File: config.mk
export PLATFORM = sky130hd
export DESIGN_NAME = target_reach_detector
export DESIGN_NICKNAME = d
export VERILOG_FILES = /design/src/rtl/target_reach_detector.sv
export SDC_FILE = /design/constraint.sdc
export NUM_CORES = 1
export LEC_CHECK = 0
export CAP_MARGIN = 20
export CELL_PAD_IN_SITES_DETAIL_PLACEMENT = 0
export CELL_PAD_IN_SITES_GLOBAL_PLACEMENT = 1
export CORE_ASPECT_RATIO = 2
export CORE_MARGIN = 1
export CORE_UTILIZATION = 39
export DETAILED_ROUTE_END_ITERATION = 6
export GPL_TIMING_DRIVEN = 1
export PLACE_DENSITY = 0.85
export SETUP_SLACK_MARGIN = 0.05
export SYNTH_ARGS = -nofsm -noshare
export SYNTH_HDL_FRONTEND = slang
export SYNTH_SLANG_ARGS = --single-unit
File: constraint.sdc
create_clock -name CLK -period 2.9 [get_ports CLK]
set_input_delay 0.58 -clock CLK [delete_from_list [all_inputs] [get_ports CLK]]
set_output_delay 0.58 -clock CLK [all_outputs]
set_load 0.01 [all_outputs]
File: src/rtl/target_reach_detector.sv
// Snake-game target hit detector: issues a one-cycle TARGET_REACHED strobe, keeps score, flags a win.
// Optional macro TARGET_TOLERANCE_EN widens the hit test to a 3x3 window around the target.
module target_reach_detector #(
  parameter int unsigned SCORE_W        = 8,
  parameter int unsigned WIN_SCORE      = 10,
  parameter int unsigned HOLDOFF_CYCLES = 4
) (
  input  logic               CLK,
  input  logic               RESET,
  input  logic               GAME_ACTIVE,
  input  logic               HEAD_VALID,
  input  logic [7:0]         HEAD_ADDRH,
  input  logic [6:0]         HEAD_ADDRV,
  input  logic [7:0]         TARGET_ADDRH,
  input  logic [6:0]         TARGET_ADDRV,
  output logic               TARGET_REACHED,
  output logic [SCORE_W-1:0] SCORE,
  output logic               WIN,
  output logic               BUSY
);

  localparam int unsigned CNT_W = $clog2(HOLDOFF_CYCLES + 1);

  typedef enum logic [2:0] {
    S_IDLE,
    S_ARMED,
    S_REACHED,
    S_RELOAD,
    S_WON
  } state_e;

  state_e             state_q, state_d;
  logic               target_reached_q, target_reached_d;
  logic [SCORE_W-1:0] score_q, score_d;
  logic               win_q, win_d;
  logic               busy_q, busy_d;
  logic [7:0]         held_h_q, held_h_d;
  logic [6:0]         held_v_q, held_v_d;
  logic [CNT_W-1:0]   cnt_q, cnt_d;

  logic               match_c;
  logic [SCORE_W-1:0] score_inc_c;

`ifdef TARGET_TOLERANCE_EN
  // Larger-minus-smaller keeps the distance unsigned at the screen edges.
  logic [7:0] dist_h_c;
  logic [6:0] dist_v_c;
  always_comb begin
    dist_h_c = (HEAD_ADDRH >= TARGET_ADDRH) ? (HEAD_ADDRH - TARGET_ADDRH)
                                            : (TARGET_ADDRH - HEAD_ADDRH);
    dist_v_c = (HEAD_ADDRV >= TARGET_ADDRV) ? (HEAD_ADDRV - TARGET_ADDRV)
                                            : (TARGET_ADDRV - HEAD_ADDRV);
    match_c  = (dist_h_c <= 8'd1) && (dist_v_c <= 7'd1);
  end
`else
  assign match_c = (HEAD_ADDRH == TARGET_ADDRH) && (HEAD_ADDRV == TARGET_ADDRV);
`endif

  // Saturating increment: the score never wraps.
  assign score_inc_c = (score_q == {SCORE_W{1'b1}}) ? score_q : (score_q + SCORE_W'(1));

  always_comb begin
    state_d          = state_q;
    target_reached_d = 1'b0;
    score_d          = score_q;
    win_d            = win_q;
    held_h_d         = held_h_q;
    held_v_d         = held_v_q;
    cnt_d            = cnt_q;

    case (state_q)
      S_IDLE: begin
        if (GAME_ACTIVE) begin
          state_d = S_ARMED;
          score_d = '0;
          win_d   = 1'b0;
        end
      end
      S_ARMED: begin
        // A hit in the same cycle GAME_ACTIVE falls still earns its strobe.
        if (HEAD_VALID && match_c) begin
          target_reached_d = 1'b1;
          score_d          = score_inc_c;
          win_d            = win_q | (score_inc_c == SCORE_W'(WIN_SCORE));
          held_h_d         = TARGET_ADDRH;
          held_v_d         = TARGET_ADDRV;
          state_d          = GAME_ACTIVE ? S_REACHED : S_IDLE;
        end else if (!GAME_ACTIVE) begin
          state_d = S_IDLE;
        end
      end
      S_REACHED: begin
        if (!GAME_ACTIVE) begin
          state_d = S_IDLE;
        end else if (win_q) begin
          state_d = S_WON;
        end else begin
          state_d = S_RELOAD;
          cnt_d   = '0;
        end
      end
      S_RELOAD: begin
        // Timeout covers a generator that re-issues the same position.
        if (!GAME_ACTIVE) begin
          state_d = S_IDLE;
        end else if ((TARGET_ADDRH != held_h_q) || (TARGET_ADDRV != held_v_q) ||
                     (cnt_q == CNT_W'(HOLDOFF_CYCLES - 1))) begin
          state_d = S_ARMED;
        end else begin
          cnt_d = cnt_q + CNT_W'(1);
        end
      end
      S_WON: begin
        if (!GAME_ACTIVE) begin
          state_d = S_IDLE;
        end
      end
      default: state_d = S_IDLE;
    endcase

    busy_d = (state_d == S_REACHED) || (state_d == S_RELOAD);
  end

  always_ff @(posedge CLK) begin
    if (!RESET) begin
      state_q          <= S_IDLE;
      target_reached_q <= 1'b0;
      score_q          <= '0;
      win_q            <= 1'b0;
      busy_q           <= 1'b0;
      held_h_q         <= '0;
      held_v_q         <= '0;
      cnt_q            <= '0;
    end else begin
      state_q          <= state_d;
      target_reached_q <= target_reached_d;
      score_q          <= score_d;
      win_q            <= win_d;
      busy_q           <= busy_d;
      held_h_q         <= held_h_d;
      held_v_q         <= held_v_d;
      cnt_q            <= cnt_d;
    end
  end

  assign TARGET_REACHED = target_reached_q;
  assign SCORE          = score_q;
  assign WIN            = win_q;
  assign BUSY           = busy_q;

endmodule
* Word level (Yosys, flattened, before mapping)
Index checks and enable logic that the tools add are counted.
** Storage, ports and cells
- Bits in registers :: 32
- Output and inout port bits :: 11
- Logic and storage cells :: 64
** Cells by class
- Bitwise logic cells :: 1
- Reductions and logical operators :: 12
- Multiplexer cells :: 22
- Add/sub/neg operators :: 2
- Equality and inequality tests :: 19
** Operators by type and width (count)
- $mux W3 :: 11
- $mux W8 :: 3
- $pmux W8 S2 :: 1
- $eq A3 B2 Y1 const B :: 5
- $pmux W3 S5 :: 1
- $ne A2 B2 Y1 const B :: 6
- $add A8 B1 Y8 const B :: 1
- $eq A8 B4 Y1 const B :: 1
- $eq A8 B8 Y1 :: 1
- $eq A8 B8 Y1 const B :: 1
- $ne A8 B8 Y1 :: 1
- $eq A7 B7 Y1 :: 1
- $ne A7 B7 Y1 :: 1
- $pmux W3 S2 :: 1
- $reduce_and A5 Y1 :: 1
- $reduce_and A2 Y1 :: 2
- $reduce_bool A2 Y1 :: 2
- $add A3 B1 Y3 const B :: 1
- $eq A3 B1 Y1 const B :: 1
- $eq A3 B3 Y1 const B :: 1
- $logic_not A3 Y1 :: 1
- $logic_or A1 B1 Y1 :: 3
- $mux W1 :: 3
- $reduce_and A3 Y1 :: 1
- 4 further kinds :: 5

* Depth between registers and ports, before layout
- Depth after elaboration :: 8
- Mapped depth :: 8

* Worst setup path before layout
Ideal clock, no wire load.
- Kind :: input-to-reg
- From :: in TARGET_ADDRH[4]
- To :: reg cnt_q[2]
- Arrival :: 1.707 ns
- Slack :: 1.106 ns
- Stages on the path :: 5
- Cells stage by stage :: xor2_1 -> nor4_2 -> nand4_1 -> or4_1 -> o31ai_1
** Between the ends
- Longest elaborated chain between the ends :: 5
** RTL lines
- from (decl) :: line 14 : input logic [7:0] TARGET_ADDRH,
- $ne A8 B8 Y1 :: line 106 : end else if ((TARGET_ADDRH != held_h_q) || (TARGET_ADDRV != held_v_q) ||
- $logic_or A1 B1 Y1 (2 in a row) :: line 106
- $ne A2 B2 Y1 (no source line)
- $reduce_and A5 Y1 (no source line)
- to (signal assigned) :: line 142 : cnt_q <= cnt_d;
- to (decl) :: line 39 : logic [CNT_W-1:0] cnt_q, cnt_d;
Every way passes these cells.
A chain may end at the register's enable or synchronous reset.

* Worst setup path in the final report
- From :: in TARGET_ADDRV[3]
- To :: reg score_q[3] (netlist: SCORE[3])
** Between the ends
- Longest elaborated chain between the ends :: 5
** RTL lines
- from (decl) :: line 15 : input logic [6:0] TARGET_ADDRV,
- $eq A7 B7 Y1 :: line 56 : assign match_c = (HEAD_ADDRH == TARGET_ADDRH) && (HEAD_ADDRV == TARGET_ADDRV);
- $logic_and A1 B1 Y1 :: line 56
- $logic_and A1 B1 Y1 :: line 81 : if (HEAD_VALID && match_c) begin
- $ne A2 B2 Y1 (no source line)
- $reduce_and A3 Y1 (no source line)
- to (signal assigned) :: line 137 : score_q <= score_d;
- to (decl) :: line 34 : logic [SCORE_W-1:0] score_q, score_d;
Every way passes these cells.

==> results_dict.tcl <==
set metrics [dict create \
    drt_first_pass_iters 4 \
    worst_ep_required_time_ps 3130 \
    grtUsageTotal 0.213 \
    crit_slowest_cell "or3_1" \
    yosysUniqueCellTypes 42 \
    wl_um 5280 \
    cp_max_fo 19 \
    cts_tree "done" \
    startpoint_type "input port" \
    clock_skew_ps 8.02 \
    dp_hpwl_um 3890 \
    syn_avg_cell_area_um2 8.26 \
    io_buffers 44 \
    avgViaCountPerCell 5.51 \
    drcViolationCount 0 \
    hold_viol 0 \
    path_clk_slew_ps 70 \
    dpl_cell_area_mm2 0.00245 \
    hold_buffers 0 \
    grt_max_degree 20 \
    rows 36 \
    synth_nets 275 \
    antenna_cells 0 \
    fill_cells 492 \
    hp-class "reg2reg" \
    path_buf_inv 1 \
    syn-cell-area_mm2 0.00196 \
    end_kind "register" \
    clock_latency_ps 290 \
    clock_sinks 32 \
    yosysWarnings 0 \
    rsz0062_at_grt "no" \
    die_height_um 102 \
    grt_pass1_vias 1800 \
    layout.nets 320 \
    drt_iter0_markers 37 \
    fp.coreArea_mm2 0.00486 \
    clock_path_buffers 2 \
    ir_worst_vdd_mv 0.472 \
    ys_async_sr_fraction 0 \
    post_cts.repair.setup_buffers 0 \
    fin_tns_setup_ps 0 \
    layout-drive-gt1-share 0.102 \
    wl_per_cell_um 15.5 \
    gp_congestion 0.865 \
    pre_cts_slack_ps 255 \
    overflow 0 \
    multi_input_area_mm2 0.00122 \
    path_class "in2reg" \
    hold_slack_ps 487 \
    p_leak_nw 0.948 \
    synthFlopType "dfxtp_1" \
    ys_seq_elements 32 \
    grt_pass1_wl_um 8400 \
    syn_to_final_growth_pct 30.9 \
    relSlewSlack 0.585 \
    initial_core_util 0.403 \
    arrival_ps 2570 \
    cts_resized 0 \
    finalSetupViolations 0 \
    synthCells 237 \
    worstMarginPinSlew_ps 623 \
    crit_family "simple AND/OR/NAND/NOR gates" \
    io_pins 45 \
    h-tree-depth 2 \
    finalInstanceArea_mm2 0.00256 \
    drv_slew 0 \
    yosysSeqAreaShare 0.327 \
    antenna_left 0 \
    dieArea_mm2 0.00533 \
    antenna_found_initial 0 \
    root_buffer "clkbuf_8" \
    fin_crit_ps 2340 \
    finalPower_w 0.000986 \
    status "complete, no violations" \
    slowest_delay_ps 630 \
    die_w_um 52.1 \
    powerDensity_mw_per_mm2 385 \
    crit_chain "clkdlybuf4s50_1 -> xnor2_1 -> nand4_1 -> or3_1 -> nor4_1 -> o21bai_1" \
    vias 1872 \
    post-route-period-util 0.808 \
    cts_buffers 5 \
    max_freq_ghz 0.427 \
    seq_area_um2 641 \
    synth_edf_count 0 \
    maxCapViolCount 0 \
    finalWorstSetupSlack_ps 557 \
]
[cells in the mapped netlist, types with 6 or more instances]
master / number / area (µm²)
dfxtp_1: 32 / 641
xor2_1: 23 / 201
nand3_1: 22 / 110
a21oi_1: 20 / 100
nand2_1: 20 / 75.1
o21ai_0: 17 / 85.1
nor2_1: 8 / 30.0
xnor2_1: 8 / 70.1
buf_2: 7 / 35.0
inv_1: 7 / 26.3
nor3_1: 7 / 35.0
nor4_2: 6 / 75.1
[worst min-delay path: stages (launching register included)]
cell and delay (ps):
dfxtp_1 320, nand2_1 50, o21ai_0 70
[path summary, 6_finish.rpt]
kind / from / end / slack [ps] / cells past startpoint
setup / recovery: TARGET_ADDRV[3] / SCORE[3]$_SDFFE_PN0P_ / 560 / 6
hold reg to reg: cnt_q[1]$_SDFFE_PN0P_ / cnt_q[1]$_SDFFE_PN0P_ / 490 / 2
hold / removal: cnt_q[1]$_SDFFE_PN0P_ / cnt_q[1]$_SDFFE_PN0P_ / 490 / 2
setup reg to reg: cnt_q[0]$_SDFFE_PN0P_ / cnt_q[2]$_SDFFE_PN0P_ / 980 / 7
[power by group]
group | internal [W] | total (W) | switching [W] | leakage, nW
registers | 0.000440 | 0.000442 | 0.00000182 | 0.258
logic | 0.0000637 | 0.000116 | 0.0000524 | 0.635
clock network | 0.000255 | 0.000428 | 0.000173 | 0.0552
total | 0.000759 | 0.000986 | 0.000227 | 0.948
[final cells by class]
cell class | instances | area share
Clock buffer | 6 | 0.0283
Clock inverter | 2 | 0.0137
Inverter | 7 | 0.0103
Multi-Input combinational cell | 184 | 0.475
Sequential cell | 32 | 0.250
Tap cell | 57 | 0.0278
Timing Repair Buffer | 52 | 0.195
[metal layers]
layer | global-route usage | share of wire | vias to the layer above
met5 | 0 | 0 | -
met4 | 0.0936 | 0.021 | 0
met3 | 0.0313 | 0.036 | 10
met2 | 0.405 | 0.54 | 51
met1 | 0.219 | 0.40 | 872
li1 | - | - | 939
[cells in the final DEF, fill, tap and decap left out, types with 4 or more instances in the layout]
| cell | instances |
|---|---|
| a21oi_1 | 20 |
| a31oi_1 | 4 |
| buf_4 | 8 |
| clkbuf_8 | 5 |
| clkdlybuf4s50_1 | 44 |
| dfxtp_1 | 32 |
| ha_1 | 4 |
| inv_1 | 7 |
| mux2i_1 | 5 |
| nand2_1 | 20 |
| nand3_1 | 22 |
| nor2_1 | 8 |
| nor3_1 | 6 |
| nor4_2 | 6 |
| o21ai_0 | 17 |
| xnor2_1 | 8 |
| xor2_1 | 23 |
[sequential cells by signal, summed over array words and instances, names as in the netlist]
| name | count |
|---|---|
| state_q | 3 |
| WIN | 1 |
| cnt_q | 3 |
| SCORE | 8 |
| BUSY | 1 |
| held_h_q | 8 |
| TARGET_REACHED | 1 |
| held_v_q | 7 |
[metrics by stage]
step	utilization	cells
CTS	0.527	340
floorplan	-	237
detailed placement	0.505	332
global placement	0.505	332
global route	0.527	340
finish	0.527	340
[kinds of logic (layout without fill, tap and decap cells)]
logic type,count (synthesis),count (layout),synth area share
compound gates,55,55,0.165
xor+xnor,31,31,0.139
fa+ha+maj,4,4,0.0256
buf+inv,21,67,0.0543
flops,32,32,0.327
mux,7,7,0.0371
simple gates,87,87,0.252
Power figures use the tool's default switching activity.
